$ cat src/rtl/sar_search.sv
// sar_search: binary-search controller driving an external GT/EQ/LS comparator to find its A operand.
module sar_search #(
    parameter int WIDTH = 4,
    parameter int ITW = 3
) (
    input  logic             clk,
    input  logic             rst,
    input  logic             start,
    input  logic             gt,
    input  logic             eq,
    input  logic             ls,
    output logic [WIDTH-1:0] guess,
    output logic             busy,
    output logic             done,
    output logic             error,
    output logic [WIDTH-1:0] result,
    output logic [ITW-1:0]   iters
);
    typedef enum logic [1:0] {IDLE, SEARCH, DONE, ERR} state_t;
    localparam logic [WIDTH-1:0] MAX = '1;
    localparam logic [ITW-1:0] LIMIT = ITW'(WIDTH + 1);
    state_t state, state_n;
    logic [WIDTH-1:0] lo, hi, lo_n, hi_n, guess_n, result_n, lo_upd, hi_upd;
    logic [ITW-1:0] iters_n, iters_inc;
    logic [WIDTH:0] sum;
    logic bad;
    assign busy = state == SEARCH;
    assign done = state == DONE;
    assign error = state == ERR;
    always_comb begin
        state_n = state;
        lo_n = lo;
        hi_n = hi;
        guess_n = guess;
        result_n = result;
        iters_n = iters;
        iters_inc = (&iters) ? iters : iters + 1'b1;
        bad = !(gt ^ eq ^ ls) || (gt && eq && ls);
        lo_upd = gt ? guess + 1'b1 : lo;
        hi_upd = ls ? guess - 1'b1 : hi;
        sum = {1'b0, lo_upd} + {1'b0, hi_upd};
        unique case (state)
            IDLE: if (start) begin
                lo_n = '0;
                hi_n = MAX;
                guess_n = MAX >> 1;
                iters_n = '0;
                state_n = SEARCH;
            end
            SEARCH: begin
                iters_n = iters_inc;
                if (bad) state_n = ERR;
                else if (eq) begin
                    result_n = guess;
                    state_n = DONE;
                end
                else if ((gt && guess == MAX) || (ls && guess == '0)) state_n = ERR;
                else if (lo_upd > hi_upd || iters_inc == LIMIT) state_n = ERR;
                else begin
                    lo_n = lo_upd;
                    hi_n = hi_upd;
                    guess_n = sum[WIDTH:1];
                end
            end
            DONE: state_n = IDLE;
            ERR: state_n = IDLE;
        endcase
        // result is cleared as ERR is entered so it already reads 0 during the error pulse
        if (state == SEARCH && state_n == ERR) result_n = '0;
    end
    always_ff @(posedge clk or posedge rst) begin
        if (rst) begin
            state <= IDLE;
            lo <= '0;
            hi <= MAX;
            guess <= '0;
            result <= '0;
            iters <= '0;
        end else begin
            state <= state_n;
            lo <= lo_n;
            hi <= hi_n;
            guess <= guess_n;
            result <= result_n;
            iters <= iters_n;
        end
    end
endmodule

$ cat config.mk
export PLATFORM = sky130hd
export DESIGN_NAME = sar_search
export DESIGN_NICKNAME = d
export VERILOG_FILES = /design/src/rtl/sar_search.sv
export SDC_FILE = /design/constraint.sdc
export NUM_CORES = 1
export LEC_CHECK = 0
export ABC_AREA = 1
export BUFFER_PORTS_ARGS = -buffer_cell sky130_fd_sc_hd__buf_2
export CAP_MARGIN = 20
export CELL_PAD_IN_SITES_DETAIL_PLACEMENT = 1
export CELL_PAD_IN_SITES_GLOBAL_PLACEMENT = 1
export CORE_MARGIN = 3
export CORE_UTILIZATION = 46
export CTS_BUF_LIST = sky130_fd_sc_hd__clkbuf_4
export CTS_CLUSTER_DIAMETER = 100
export DETAILED_ROUTE_END_ITERATION = 6
export PLACE_DENSITY = 0.89
export SYNTH_ARGS = -nofsm -noshare
export SYNTH_HDL_FRONTEND = slang
export SYNTH_SLANG_ARGS = --single-unit
$ cat constraint.sdc
create_clock -name clk -period 4.5 [get_ports clk]
set_input_delay 0.675 -clock clk [delete_from_list [all_inputs] [get_ports clk]]
set_output_delay 0.675 -clock clk [all_outputs]
set_load 0.02 [all_outputs]
**Word-level counts from Yosys, hierarchy flattened**

Index checks and enable logic that the tools add are counted.

- Muxes and demuxes: 33
- $add $sub $neg: 4
- Divide/modulo/power cells: 0
- Multiply operators: 0
- Equality and inequality tests: 12
- Order comparisons: 1
- Shifts and indexed selects: 0
- Bitwise logic cells: 2
- Reductions and logical operators: 19

Operators with widths:

| operator | number |
|---|---|
| $mux W4 | 21 |
| $pmux W4 S2 | 3 |
| $mux W2 | 5 |
| $ne A2 B2 Y1 const B | 5 |
| $eq A2 B2 Y1 const B | 3 |
| $mux W3 | 2 |
| $pmux W2 S3 | 1 |
| $pmux W3 S2 | 1 |
| $reduce_and A3 Y1 | 2 |
| $reduce_and A6 Y1 | 1 |
| $reduce_bool A2 Y1 | 3 |
| $add A4 B4 Y5 | 1 |
| $logic_and A1 B1 Y1 | 5 |
| $add A4 B1 Y4 const B | 1 |
| $eq A4 B4 Y1 const B | 1 |
| $gt A4 B4 Y1 | 1 |
| $logic_not A4 Y1 | 1 |
| $sub A4 B1 Y4 const B | 1 |
| $add A3 B1 Y3 const B | 1 |
| $eq A3 B3 Y1 const B | 1 |
| $logic_or A1 B1 Y1 | 3 |
| $eq A2 B1 Y1 const B | 1 |
| $logic_not A2 Y1 | 1 |
| $ne A2 B1 Y1 const B | 1 |
| 4 further kinds | 5 |

- Memory bits (writable): 0
- Memories kept: 0
- Latch bits: 0
- ROM bits: 0
- Output and inout bits: 14
- Bits of input ports: 6
- Bits in registers: 21

**Depth between registers and ports, before layout**

Gate-level depths: netlist of the first run.

- Depth after elaboration: 13
- Mapped depth: 17
- Depth with buffers taken out: 15

**Least setup slack after synthesis of the first run**

No wires, ideal clock.

- Path kind: reg-to-reg
- Start point: reg guess[0]
- End point: reg guess[3]
- Slack: 2.020 ns
- Stages on the path, launching flop included: 17
- Arrival: 2.363 ns
- Setup time: 0.118 ns
- Cells stage by stage: dfrtp_1 inv_1 ha_1 or2_2 nand2_1 inv_1 ha_1 o21bai_1 a22oi_1 nand2_1 nand2_1 nand2_2 nand2_2 nand2_2 buf_6 nand2_1 nand2_1

- Word-level cells in the longest chain between the ends: 8
- Elaborated cells between the ends (all ways): 20
- Those cells by class: 3 x add/sub; 1 x order compare; 3 x eq/ne; 7 x mux; 6 x reduce/logical

Ends and longest elaborated chain:

| element | line | RTL |
|---|---|---|
| start, declared | 12 | `output logic [WIDTH-1:0] guess,` |
| start signal, assigned | 83 | `guess <= guess_n;` |
| $add A4 B1 Y4 or $sub A4 B1 Y4 (tied branches) | 39, 40 |  |
| $mux W4 (on tied branches) | 39, 40 |  |
| $add A4 B4 Y5 | 41 | `sum = {1'b0, lo_upd} + {1'b0, hi_upd};` |
| $mux W4 | 58 | `else if (lo_upd > hi_upd \|\| iters_inc == LIMIT) state_n = ERR;` |
| $mux W4 | 57 | `else if ((gt && guess == MAX) \|\| (ls && guess == '0)) state_n = ERR;` |
| $mux W4 | 53 | `else if (eq) begin` |
| $mux W4 | 52 | `if (bad) state_n = ERR;` |
| $pmux W4 S2 | 42 | `unique case (state)` |

Parallel ways exist; a longest one is shown, timed or not. The select of a mux whose other input is x is not followed.
A chain may end at the register's enable or synchronous reset.

**Final worst setup path of the first run**

- Start point: reg guess[0]
- End point: reg guess[0]

The elaborated chain is that of the path after synthesis.

==> results.yml, run 1 <==
run_status:
  status: "finished clean"
synth:
  avgSynthCellArea_um2: 7.30
  synth_edf_count: 0
  synth_nets: 227
  synth_compound_area_frac: 0.0753
  synth_seq_cells: 21
  synth_cell_types: 30
  yosysSeqAreaShare: 0.351
  yosys.area_share.adder: 0.121
  muxShareOfSynthArea: 0
  ys.flop_type: "dfrtp_1"
  syn_inst: 207
  synth_top_family_by_area: "simple AND/OR/NAND/NOR gates"
  synth-async-reset-ratio: 1.00
  synth_xor_area_frac: 0.0174
  yosys.area_share.simple: 0.350
  yosys_warnings: 0
  netlist_area_um2: 1510
setup_path:
  endpoint_kind: "flip-flop"
  path_class: "flip-flop to flip-flop"
  r2r_slack_ns: 1.66
  startpoint: "guess[0]$_DFFE_PP0P_"
  rr_worst_depth: 15
  required_ns: 4.70
  crit_fanout: 13
  start_kind: "flip-flop"
  reg2reg_to: "guess[0]$_DFFE_PP0P_"
  worst-endpoint-arrival_ns: 3.04
  endpoint: "guess[0]$_DFFE_PP0P_"
  reg2reg_from: "guess[0]$_DFFE_PP0P_"
power_and_ir_drop:
  clkPwrFrac: 0.074
  p_seq_frac: 0.281
  combPwrFrac: 0.645
  switching_share: 0.535
  ir_worst_vdd_v: 0.000279
  p_switching_mw: 0.699
  power_density_nw_per_um2: 788
  p_total_mw: 1.30
  p_int_mw: 0.606
  leakage_nw: 0.928
layout:
  layout_common_cells: "64 x nand2_1, 23 x inv_1, 21 x nand3_1, 19 x buf_2, 17 x dfrtp_1"
  fin_util: 0.534
  layout_commonest_cell: "nand2_1"
  areaGrowthSynthToFinish_pct: 9.60
  drive_above_1_share: 0.181
  design_area_um2: 1660
  antenna_cells: 0
  fin_nets: 247
  fin_cells: 270
  n_fill_cell: 430
placement:
  placed_area_um2: 1630
  dp.cells: 266
  globalplace.congestion: 0.859
  dpl.hpwl_mm: 3.14
  buffer_ports.inserted: 19
  dp_slack_ns: 1.65
clock_tree:
  cts_buffers: 3
  cts_resized: 0
  postCtsSetupRepairBufs: 0
  cts_hold_buf: 0
  insertion_delay_ns: 0.30
  htree_num_levels: 1
  cts_root_buf: "clkbuf_4"
  clockBufferDepth: 2
  cts_tree: "built"
  cts.sinks: 21
  clk_pin_slew_ns: 0.12
routing:
  drtIter0Drc: 38
  first_pass_iters: 4
  viasPerCell: 5.13
  wl_per_cell_um: 14.3
  dr_total_vias: 1386
  antenna_left: 0
  wirelength_mm: 3.85
  route.detailed.drc: 0
sta:
  max_freq_mhz: 352
  tightest_slew_ns: 0.794
  clock_skew_ns: 0.00495
  finalSetupViolCount: 0
  post-route-period-util: 0.631
  hold_violations: 0
  rsz0062_at_grt: "false"
  hold_slack_ns: 0.476
  drv_slew: 0
  setup_ws_ns: 1.66
  slew_headroom: 0.470
  period_minus_slack_ns: 2.84
  setup_tns_ns: 0
global_routing:
  antenna_found_initial: 0
  grt.total_usage: 0.213
  grt_pass1_wl_mm: 6.91
  grt_overflow_total: 0
  grt_pass1_vias: 1546
  grt_max_degree: 22
floorplan:
  ios: 20
  die_x_um: 63.3
  core_area_um2: 3100
  fp.dieArea_um2: 4010
  fp-row-count: 20
  die_h_um: 63.3
  initial_core_util: 0.487
run:
  maxCapViolCount: 0
worst_hold_path:
  hold_path.class: "flip-flop to flip-flop"
[per-layer routing]
layer	track usage	up-vias	part of all wire
met1	0.262	667	0.46
met2	0.392	21	0.50
met3	0.0428	2	0.037
met5	0	-	0
li1	-	696	-
met4	0.0270	0	0.0039
[power by group through the flow]
stage	combinational, mW	sequential [mW]	clock (mW)
after floorplan	0.618	0.387	0
after CTS	0.850	0.366	0.0995
after global routing	0.965	0.380	0.107
final	0.841	0.367	0.0966
after global placement	0.799	0.361	0
after detailed placement	0.841	0.369	0
[worst min-delay path by stage]
stage,slack (ns),depth (start not counted),start,end
after floorplan,0.43,2,lo[3]$_DFFE_PP0P_,lo[3]$_DFFE_PP0P_
after global placement,0.45,2,lo[3]$_DFFE_PP0P_,lo[3]$_DFFE_PP0P_
after detailed placement,0.46,2,hi[3]$_DFFE_PP1P_,hi[3]$_DFFE_PP1P_
after CTS,0.48,2,hi[3]$_DFFE_PP1P_,hi[3]$_DFFE_PP1P_
after global routing,0.49,2,hi[3]$_DFFE_PP1P_,hi[3]$_DFFE_PP1P_
final,0.48,2,hi[3]$_DFFE_PP1P_,hi[3]$_DFFE_PP1P_
[registers in the layout, summed over array words and instances, names as in the netlist]
| register | flops |
|---|---|
| state | 2 |
| hi | 4 |
| guess | 4 |
| lo | 4 |
| result | 4 |
| iters | 3 |
[worst max-delay path: stages, from the launching register on]
cell and delay (ns):
dfrtp_1 0.47, inv_1 0.14, ha_1 0.33, or2_2 0.30, nand2_1 0.09, inv_1 0.09
ha_1 0.18, o21bai_1 0.15, a22oi_1 0.17, nand2_1 0.07, nand2_1 0.07, nand2_2 0.06
nand2_2 0.20, nand2_2 0.22, nand2_1 0.13, nand2_1 0.06
[layout make-up]
cell class / count / area [um^2] / area share
Inverter: 25 / 93.8 / 0.0566
Timing Repair Buffer: 19 / 95.1 / 0.0574
Multi-Input combinational cell: 157 / 852 / 0.514
Sequential cell: 21 / 531 / 0.320
Clock buffer: 4 / 30.0 / 0.0181
Tap cell: 44 / 55.1 / 0.0332
[logic make-up after synthesis]
kind of cell / after synthesis
fa+ha+maj: 14
simple gates: 120
buf+inv: 29
flops: 21
xor+xnor: 3
compound gates: 20
[synth_stat cells (2+ instances only)]
cell type / count / share of area
a21oi_1: 6 / 0.020
nand2_1: 64 / 0.16
nor2_1: 16 / 0.040
inv_1: 23 / 0.057
inv_2: 2 / 0.0050
nand3_1: 21 / 0.070
nand2_2: 6 / 0.025
dfstp_2: 4 / 0.070
nor3_1: 2 / 0.0066
ha_1: 13 / 0.11
buf_6: 2 / 0.015
nand4_1: 2 / 0.0083
o22ai_1: 2 / 0.0083
or2_2: 4 / 0.017
nand3b_1: 2 / 0.0099
o21ai_0: 7 / 0.023
dfrtp_1: 17 / 0.28
xor2_1: 2 / 0.012
Note: power is estimated with default switching activity, not from simulation.
==> run 2, diff against run 1 <==
Settings changed: CORE_UTILIZATION 46 to 39, PLACE_DENSITY 0.89 to 0.81.
Clock period 4.5 ns to 2.52 ns, I/O delays scaled along.
==> results.yml, run 2 (synthesis gave the netlist of run 1 again) <==
clock_tree:
  clockBufferDepth: 2
  cts_root_buf: "clkbuf_4"
  cts.sinks: 21
  clk_pin_slew_ns: 0.14
  insertion_delay_ns: 0.33
  htree_num_levels: 1
  cts_tree: "built"
  cts_buffers: 3
  cts_hold_buf: 0
setup_path:
  start_kind: "flip-flop"
  required_ns: 2.79
  worst-endpoint-arrival_ns: 2.62
  crit_fanout: 6
  path_class: "flip-flop to flip-flop"
  endpoint_kind: "flip-flop"
floorplan:
  fp.dieArea_um2: 4660
  initial_core_util: 0.429
  fp-row-count: 21
  core_area_um2: 3520
  ios: 20
  die_x_um: 68.3
  die_h_um: 68.3
routing:
  drtIter0Drc: 77
  wirelength_mm: 4.36
  first_pass_iters: 4
  wl_per_cell_um: 15.5
  route.detailed.drc: 0
  antenna_left: 0
  dr_total_vias: 1455
  viasPerCell: 5.18
sta:
  hold_violations: 0
  finalSetupViolCount: 0
  slew_headroom: 0.439
  tightest_slew_ns: 0.840
  setup_ws_ns: 0.167
  period_minus_slack_ns: 2.35
  max_freq_mhz: 425
  post-route-period-util: 0.934
  setup_tns_ns: 0
  drv_slew: 0
  clock_skew_ns: 0.00574
layout:
  layout_common_cells: "60 x nand2_1, 20 x inv_1, 20 x nand3_1, 19 x buf_2, 17 x dfrtp_1"
  fin_cells: 281
  antenna_cells: 0
  drive_above_1_share: 0.268
  layout_commonest_cell: "nand2_1"
  fin_nets: 256
  areaGrowthSynthToFinish_pct: 21.3
placement:
  globalplace.congestion: 0.800
  dp.cells: 273
  dpl.hpwl_mm: 3.20
  buffer_ports.inserted: 19
  dp_slack_ns: 0.0405
power_and_ir_drop:
  p_seq_frac: 0.234
  combPwrFrac: 0.699
  p_total_mw: 2.74
  power_density_nw_per_um2: 1500
  leakage_nw: 0.988
  clkPwrFrac: 0.066
  ir_worst_vdd_v: 0.000454
  p_int_mw: 1.32
  p_switching_mw: 1.42
  switching_share: 0.518
global_routing:
  grt_max_degree: 22
  grt_pass1_wl_mm: 6.80
  grt_overflow_total: 0
  grt.total_usage: 0.198
  grt_pass1_vias: 1422
  antenna_found_initial: 0
run:
  maxCapViolCount: 0
worst_hold_path:
  hold_path.class: "input port to async pin"
run_status:
  status: "finished clean"
==> run 2: path summary, 6_finish.rpt <==
check	start	end	slack [ns]	depth (start not counted)
max	guess[0]$_DFFE_PP0P_	lo[1]$_DFFE_PP0P_	0.17	15
min	rst	lo[3]$_DFFE_PP0P_	0.19	2
max reg2reg	guess[0]$_DFFE_PP0P_	lo[1]$_DFFE_PP0P_	0.17	15
min reg2reg	hi[0]$_DFFE_PP1P_	hi[0]$_DFFE_PP1P_	0.48	2
max in group asynchronous	rst	guess[2]$_DFFE_PP0P_	1.80	2
min in group clk	eq	state[1]$_DFF_PP0_	0.40	3
==> run 2: layout make-up <==
class	count	area (um^2)
Clock buffer	3	22.5
Clock inverter	1	5.00
Fill cell	479	1690
Inverter	25	93.8
Multi-Input combinational cell	157	936
Sequential cell	21	531
Tap cell	46	57.6
Timing Repair Buffer	28	188
==> run 2: timing repair <==
action / in CTS / in global routing
endpoints found under the setup margin: 0 / 17
endpoints found under the hold margin: 0 / 0
resized for setup: 0 / 22
setup buffers: 0 / 3
==> run 2: per-layer routing <==
metal | track usage | up-vias | share of wire
met5 | 0 | - | 0
met4 | 0.0521 | 0 | 0.013
met3 | 0.0197 | 6 | 0.037
met2 | 0.341 | 35 | 0.50
met1 | 0.263 | 701 | 0.45
li1 | - | 713 | -
==> run 2: through the flow <==
| stage | utilization | cell area [um^2] | hold slack, ns |
|---|---|---|---|
| 5_1_grt | 0.521 | 1830 | 0.251 |
| 2_1_floorplan | - | 1510 | 0.352 |
| 6_report | 0.521 | 1830 | 0.193 |
| 3_3_place_gp | 0.473 | 1670 | 0.452 |
| 3_5_place_dp | 0.473 | 1670 | 0.462 |
| 4_1_cts | 0.481 | 1690 | 0.217 |
==> run 2: critical path, stage by stage, from the launching register on <==
cell and delay (ns):
dfrtp_1 0.44, inv_2 0.12, ha_4 0.22, or2_4 0.23, nand2_4 0.07, inv_2 0.05
ha_1 0.16, o21bai_1 0.15, a22oi_1 0.16, nand2_1 0.07, nand2_1 0.09, nand2_2 0.08
nand2_4 0.14, clkbuf_16 0.17, nand3_1 0.06, nand2_1 0.10
==> run 2: power by group through the flow <==
stage,sequential (mW),clock [mW],combinational [mW]
detailed placement,0.641,0,1.59
global placement,0.635,0,1.54
CTS,0.635,0.190,1.60
finish,0.643,0.182,1.92
floorplan,0.691,0,1.10
global route,0.669,0.203,2.15
